===== src/rtl/pool_pkg.sv =====
// pool_pkg: shared FSM states, pixel width and 2x2 window byte lanes for max pooling
package pool_pkg;
  typedef enum logic [1:0] {IDLE, RUN, DRAIN, DONE} state_t;
  localparam int PIX_W = 8;
  localparam int TL = 0;
  localparam int TR = 8;
  localparam int BL = 16;
  localparam int BR = 24;
  function automatic logic [PIX_W-1:0] max2(input logic [PIX_W-1:0] a, input logic [PIX_W-1:0] b);
    return a > b ? a : b;
  endfunction
endpackage


===== src/rtl/maxpooling.sv =====
// maxpooling: registered unsigned max of a packed 2x2 window
module maxpooling import pool_pkg::*; (
  input  logic               clk,
  input  logic               reset_n,
  input  logic [4*PIX_W-1:0] in_data,
  output logic [PIX_W-1:0]   out_data
);
  always_ff @(posedge clk or negedge reset_n)
    if (!reset_n) out_data <= '0;
    else out_data <= max2(max2(in_data[TL+:PIX_W], in_data[TR+:PIX_W]),
                          max2(in_data[BL+:PIX_W], in_data[BR+:PIX_W]));
endmodule


===== src/rtl/maxpool_ctrl.sv =====
// maxpool_ctrl: frame sequencer feeding 2x2/stride-2 windows to maxpooling with a 2-entry output FIFO
module maxpool_ctrl import pool_pkg::*; #(
  parameter int MAX_W     = 64,
  parameter int MAX_H     = 64,
  parameter int OUT_DEPTH = 2
) (
  input  logic                         clk,
  input  logic                         reset,
  input  logic                         start,
  input  logic [$clog2(MAX_W+1)-1:0]   cfg_width,
  input  logic [$clog2(MAX_H+1)-1:0]   cfg_height,
  input  logic                         in_valid,
  input  logic [PIX_W-1:0]             in_data,
  output logic                         in_ready,
  output logic                         out_valid,
  output logic [PIX_W-1:0]             out_data,
  input  logic                         out_ready,
  output logic                         busy,
  output logic                         done
);
  localparam int CW = $clog2(MAX_W+1);
  localparam int HW = $clog2(MAX_H+1);
  localparam int AW = $clog2(MAX_W);
  state_t state, state_n;
  logic [CW-1:0] width_q, col;
  logic [HW-1:0] height_q, row;
  logic [PIX_W-1:0] linebuf [MAX_W];
  logic [PIX_W-1:0] prev_px, dp_out;
  logic [PIX_W-1:0] fifo [2];
  logic [4*PIX_W-1:0] dp_in;
  logic inflight, wr_ptr, rd_ptr, xfer, issue, last_col, last_px, pop, cfg_ok, drained;
  logic [1:0] count;
  assign cfg_ok    = cfg_width >= 2 && cfg_height >= 2;
  assign xfer      = in_valid & in_ready;
  assign issue     = xfer & row[0] & col[0];
  assign last_col  = col == width_q - 1'b1;
  assign last_px   = xfer & last_col & (row == height_q - 1'b1);
  assign pop       = out_valid & out_ready;
  assign drained   = !inflight && (count == 2'd0 || (count == 2'd1 && pop));
  assign in_ready  = state == RUN && ({1'b0, count} + {2'b0, inflight} < 3'(OUT_DEPTH));
  assign out_valid = count != 2'd0;
  assign out_data  = fifo[rd_ptr];
  assign busy      = state == RUN || state == DRAIN;
  assign done      = state == DONE;
  // col is odd on issue, so the top-row pair is the even/odd entries sharing col's upper bits
  assign dp_in = {in_data, prev_px, linebuf[{col[AW-1:1], 1'b1}], linebuf[{col[AW-1:1], 1'b0}]};
  always_comb begin
    state_n = state;
    case (state)
      IDLE:    state_n = start ? (cfg_ok ? RUN : DONE) : IDLE;
      RUN:     state_n = last_px ? DRAIN : RUN;
      DRAIN:   state_n = drained ? DONE : DRAIN;
      default: state_n = IDLE;
    endcase
  end
  always_ff @(posedge clk or posedge reset)
    if (reset) begin
      state    <= IDLE;
      width_q  <= '0;
      height_q <= '0;
      col      <= '0;
      row      <= '0;
      prev_px  <= '0;
      inflight <= 1'b0;
      wr_ptr   <= 1'b0;
      rd_ptr   <= 1'b0;
      count    <= '0;
      fifo     <= '{default: '0};
    end else begin
      state    <= state_n;
      inflight <= issue;
      count    <= count + {1'b0, inflight} - {1'b0, pop};
      if (state == IDLE && start) begin
        width_q  <= cfg_width;
        height_q <= cfg_height;
        col      <= '0;
        row      <= '0;
      end
      if (xfer) begin
        col <= last_col ? '0 : col + 1'b1;
        row <= last_col ? row + 1'b1 : row;
        if (row[0]) prev_px <= in_data;
      end
      if (inflight) begin
        fifo[wr_ptr] <= dp_out;
        wr_ptr       <= ~wr_ptr;
      end
      if (pop) rd_ptr <= ~rd_ptr;
    end
  always_ff @(posedge clk)
    if (xfer && !row[0]) linebuf[col[AW-1:0]] <= in_data;
  maxpooling u_dp (
    .clk      (clk),
    .reset_n  (~reset),
    .in_data  (dp_in),
    .out_data (dp_out)
  );
endmodule


===== config.mk =====
export PLATFORM = sky130hd
export DESIGN_NAME = maxpool_ctrl
export DESIGN_NICKNAME = d
export VERILOG_FILES = /design/src/rtl/pool_pkg.sv /design/src/rtl/maxpooling.sv /design/src/rtl/maxpool_ctrl.sv
export SDC_FILE = /design/constraint.sdc
export NUM_CORES = 1
export LEC_CHECK = 0
export ABC_AREA = 1
export ABC_CLOCK_PERIOD_IN_PS = 4850
export CELL_PAD_IN_SITES_DETAIL_PLACEMENT = 2
export CELL_PAD_IN_SITES_GLOBAL_PLACEMENT = 2
export CORE_ASPECT_RATIO = 2
export CORE_MARGIN = 2
export CORE_UTILIZATION = 45
export CTS_BUF_LIST = sky130_fd_sc_hd__clkbuf_2
export DETAILED_ROUTE_END_ITERATION = 10
export PLACE_DENSITY_LB_ADDON = 0.1
export SYNTH_ARGS = -nofsm -noshare
export SYNTH_HDL_FRONTEND = slang
export SYNTH_SLANG_ARGS = --single-unit
export TNS_END_PERCENT = 100

===== constraint.sdc =====
create_clock -name clk -period 4.85 [get_ports clk]
set_clock_uncertainty 0.05 [all_clocks]
set_input_delay 0.485 -clock clk [delete_from_list [all_inputs] [get_ports clk]]
set_output_delay 0.485 -clock clk [all_outputs]
set_load 0.05 [all_outputs]

Yosys cells after proc, flatten, opt, wreduce, memory -nomap -nowiden

Memory sizes are Yosys's and may differ from the RTL's.
Index checks and enable logic that the tools add are counted.

$add $sub $neg: 7
Order comparisons: 9
Equal/unequal tests: 7
Multiplexer cells: 21
Bitwise operators: 10
Reductions and logical operators: 17

Operators with widths:

| cell                | number |
|---|---|
| $mux 8              | 7 |
| $mux 7              | 5 |
| $gt 8x8->1          | 3 |
| $bwmux 16           | 1 |
| $add 7x1->7 const B | 2 |
| $eq 7x7->1          | 2 |
| $ge 7x2->1 const B  | 2 |
| $sub 7x1->7 const B | 2 |
| $demux 8 s1         | 1 |
| $logic_and 1x1->1   | 7 |
| $and 1x1->1         | 6 |
| $mux 2              | 3 |
| $pmux 2 s3          | 1 |
| $eq 2x1->1 const B  | 2 |
| $eq 2x2->1 const B  | 2 |
| $ge 2x2->1 const B  | 2 |
| $logic_not 2->1     | 2 |
| $not 1->2           | 2 |
| $reduce_and 2->1    | 2 |
| $reduce_bool 2->1   | 2 |
| $add 2x1->3         | 1 |
| $lt 3x2->1 const B  | 1 |
| $mux 1              | 3 |
| $add 2x1->2         | 1 |
| 6 further kinds     | 9 |

Register bits after elaboration: 67
Bits in writable memories: 512
Input bits: 27
Output and inout port bits: 12
Memories kept: 1

Memories:

| name    | words | bits a word | rd ports | clocked after Yosys merged registers in | write ports | RTL line           | source |
|---|---|---|---|---|---|---|---|
| linebuf | 64    | 8           | 2        | 0                                       | 1           | maxpool_ctrl.sv:27 | `logic [PIX_W-1:0] linebuf [MAX_W];` |

Depth between registers and ports, before layout

Depth after elaboration: 8
Depth in mapped cells: 29
Mapped depth without buffers: 27

Hierarchy

Synthesis repeated with hierarchy kept, for this count alone.

Cells, all modules: 1772
Area total of the unflattened synthesis: 23720.2 um2

By module, submodules not included:

| module       | instances | cells each | area an instance (um2) | seq. area each (um2) |
|---|---|---|---|---|
| maxpool_ctrl | 1         | 1575       | 22427.8                | 16851.2 |
| maxpooling   | 1         | 197        | 1292.5                 | 200.2 |

Least setup slack after synthesis

Ideal clock, no wire load.

Path type: flip-flop to flip-flop
From: register col[1]
To: register u_dp.out_data[0]
Library setup time: 118 ps
Arrival: 3864 ps
Data required time: 4682 ps
Setup slack: 818 ps
Cell stages (with the launch flop): 27
Buffers on the path: 2
Path through: dfrtp_1 nor2_1 buf_2 clkbuf_1 nand2_1 nand4_1 nand2_1 nand2_1 nor2_1 nand2_1 inv_1 ha_1 nand4_1 o21bai_1 a21oi_1 inv_1 nand3_1 and2_1 ha_1 a21oi_1 o21ai_0 nand2_1 o211ai_1 nand2_1 inv_1 nand3_1 nand2_1

Word-level cells in the longest chain between the ends: 5

RTL lines:

| what                   | RTL line           | source |
|---|---|---|
| start, declared        | maxpool_ctrl.sv:25 | `logic [CW-1:0] width_q, col;` |
| start signal, assigned | maxpool_ctrl.sv:80 | `col <= last_col ? '0 : col + 1'b1;` |
| $mem_v2 64x8 *         | n/a                |  |
| $gt 8x8->1             | pool_pkg.sv:10     | `return a > b ? a : b;` |
| $mux 8 *               | pool_pkg.sv:10     |  |
| $gt 8x8->1             | pool_pkg.sv:10     |  |
| $mux 8 *               | pool_pkg.sv:10     |  |
| end signal, assigned   | maxpooling.sv:10   | `else out_data <= max2(max2(in_data[TL+:PIX_W], in_data[TR+:PIX_W]),` |
| end, declared          | maxpooling.sv:6    | `output logic [PIX_W-1:0] out_data` |

Every way passes the cells marked *; elsewhere a longest branch is shown, timed or not.
A chain may end at the register's enable or synchronous reset.

Final worst setup path

From: register col[1]
To: register u_dp.out_data[4]

Same word-level chain as after synthesis.

==> flow_summary.toml <==
[synthesis]
synthFlopType = "edfxtp_1"
synth_cells = 1991
syn_area_um2 = 23800
async_reset_ff_share_pct = 11.6
yosysSeqAreaShare_pct = 71.7
synth_edf_count = 512
synth_cell_type_count = 35
syn-num-nets = 2052
syn_area_per_cell_um2 = 11.9
ys_warn_count = 0
synth_seq_cells = 579

[clocking]
clock_latency_ns = 1.20
cts_tree = "built"
htreeDepth = 4
cts-root-buf = "clkbuf_2"
cts_made_buffers = 132
clockBufferDepth = 3
clkSinkCount = 579
cts.clk_slew.worst_paths_ns = 0.11

[worst_setup_path]
rrSetupSlack_ns = 0.21
arrival_ns = 5.64
cp_max_fo = 31
critPathKind = "flop to flop"
r2r_cells = 28
cpMostUsedCell = "nand2_1"
worst-path-buf-inv = 7
crit_family = "simple AND/OR/NAND/NOR gates"
worst_path_max_delay_cell = "dfrtp_1"
worstSetupEndpointType = "flop"
cp_num_cells = 28
slowest_delay_ns = 0.46
cp.required_ns = 5.85
startpoint_type = "flop"

[timing]
period_needed_ns = 4.64
setup-violations-final = 0
hold_violations = 0
slew_headroom_pct = 32.3
worst_hold_slack_ns = 0.0257
tns_ns = 0
fmax_mhz = 215
drv_slew = 0
period_share_pct = 95.7
worst_pin_slew_ns = 1.01

[power_and_ir_drop]
leakagePower_nw = 10.2
power_density_nw_per_um2 = 629
switching_share_pct = 43.5
p_int_mw = 9.54
p_clk_share_pct = 19.7
p_sw_mw = 7.35
max-vdd-ir-drop_mv = 0.686
p_comb_share_pct = 44.9
seqPwrFrac_pct = 35.5

[die]
die_w_um = 167
initial_core_util_pct = 45.4
core_area_um2 = 52400
die-area_um2 = 54800
io_pins = 39
die_h_um = 329
rows = 119

[routing]
drt-pass1-iter-count = 5
wl_per_cell_um = 27.5
drc = 0
antenna_left = 0
drtIter0Drc = 1122
vias = 16800
via_per_inst = 5.72
routed_wl_um = 80600

[global_routing]
grt_pass1_vias = 19100
grt_overflow = 0
grt.total_usage_pct = 29.0
grt_max_degree = 82
antenna_found_initial = 1
grt_pass1_wl_um = 118000

[final_layout]
layout-drive-gt1-share_pct = 13.5
final_core_util_pct = 51.2
syn_to_final_growth_pct = 12.9
fin_nets = 2234

[flow_run]
cap_violations = 0

[hold_path]
hold_path.class = "input port to flop"
hold_path_depth = 2

[placed_design]
hpwl_um = 50800
port_buffers = 38
routabilityCongestion = 0.852

[status]
outcome = "finished clean"
[logic make-up after synthesis]
group | share of synthesized area (%)
AND/OR/NAND/NOR | 17.0
flip-flops | 71.7
AO/OA/AOI/OAI | 5.75
buffers and inverters | 2.80
adder cells (fa/ha/maj) | 1.79
XOR/XNOR | 0.773
multiplexers | 0.142
[layer usage]
layer  vias to the layer above  global-route usage (%)  part of all wire, %
met5                         -                       0                    0
met1                      8661                    31.3                   36
li1                       7432                       -                    -
met3                       202                    3.98                  4.2
met2                       497                    54.1                   54
met4                         0                    16.9                  6.1
[area by class of cell]
class	count	area, µm²
multi-input cells	1252	6140
well taps	665	832
clock inverters	51	354
fillers	5258	25600
diodes	1	2.50
clock buffers	181	906
flip-flops and latches	579	17100
repair buffers	123	1230
inverters	85	327
[flip-flops by register name, summed over array words and instances, names as in the netlist]
| register | count |
|---|---|
| linebuf | 512 |
| fifo | 16 |
| prev_px | 8 |
| u_dp.out_data | 8 |
| col | 7 |
| height_q | 7 |
| row | 7 |
| width_q | 7 |
| count | 2 |
| state | 2 |
| inflight | 1 |
| rd_ptr | 1 |
| wr_ptr | 1 |
[power by group through the flow]
stage,combinational (mW),clock [mW],sequential [mW]
after floorplan,4.50,0,5.97
after global placement,6.82,0,6.08
after detailed placement,7.17,0,6.10
after CTS,7.32,3.40,5.99
after global routing,8.34,3.61,6.02
final,7.58,3.32,5.99
[cell usage after synthesis, types with 8 or more instances]
cell      instances  area [µm²]
a22oi_1         128         961
nand3_1          57         285
nand3b_1          8        60.1
buf_2            47         235
clkbuf_1         25        93.8
xnor2_1          11        96.3
nand2_1         694        2610
nand4_1          69         432
dfrtp_1          67        1680
and2_1            8        50.1
xor2_1           10        87.6
ha_1             34         425
nor2_1          141         529
a21oi_1          21         105
edfxtp_1        512       15400
inv_1            79         297
o21ai_0          43         215
[stage by stage]
step / cells / power (mW) / area [µm²] / setup WS (ns)
after CTS: 2927 / 16.7 / 26600 / 0.00262
after floorplan: 1991 / 10.5 / 23800 / 0.818
after global placement: 2671 / 12.9 / 25100 / 0.233
after global routing: 2937 / 18.0 / 26900 / -0.0403
final: 2937 / 16.9 / 26900 / 0.207
after detailed placement: 2671 / 13.3 / 25100 / 0.0433
[what timing repair did]
item | in CTS | in global routing
hold endpoints to repair | 273 | 0
buffers inserted | 0 | 5
hold buffers | 24 | 0
pin swaps | 0 | 3
gates cloned | 0 | 4
setup endpoints to repair | 6 | 8
gates resized for setup | 1 | 28
[layout by cell type (no fill, tap or decap), types with 3 or more instances in the layout]
master           count
nand2_1            693
edfxtp_1           512
clkbuf_2           181
nor2_1             130
a22oi_1            128
inv_1               76
nand4_1             69
dfrtp_1             66
nand3_1             57
buf_4               45
o21ai_0             43
ha_1                34
clkdlybuf4s50_1     30
clkinv_1            28
dlygate4sd3_1       24
a21oi_1             20
xnor2_1             11
xor2_1              10
clkinv_2            10
buf_12              10
nor2_4               8
and2_1               8
nand3b_1             8
buf_2                8
inv_2                7
o22ai_1              5
nor3_1               5
clkinv_4             5
nor3_2               4
nor2_2               4
clkinvlp_4           4
bufinv_16            4
mux2_2               3
clkbuf_16            3
[path summary, 6_finish.rpt]
kind,start,to
setup / recovery,col[1],u_dp.out_data[4]
hold / removal,in_data[0],linebuf[60][0]
setup reg to reg,col[1],u_dp.out_data[4]
hold reg to reg,fifo[15],fifo[15]
max in group asynchronous,reset,col[2]
min in group asynchronous,reset,u_dp.out_data[0]
No activity file was read; power rests on OpenSTA's default activity.
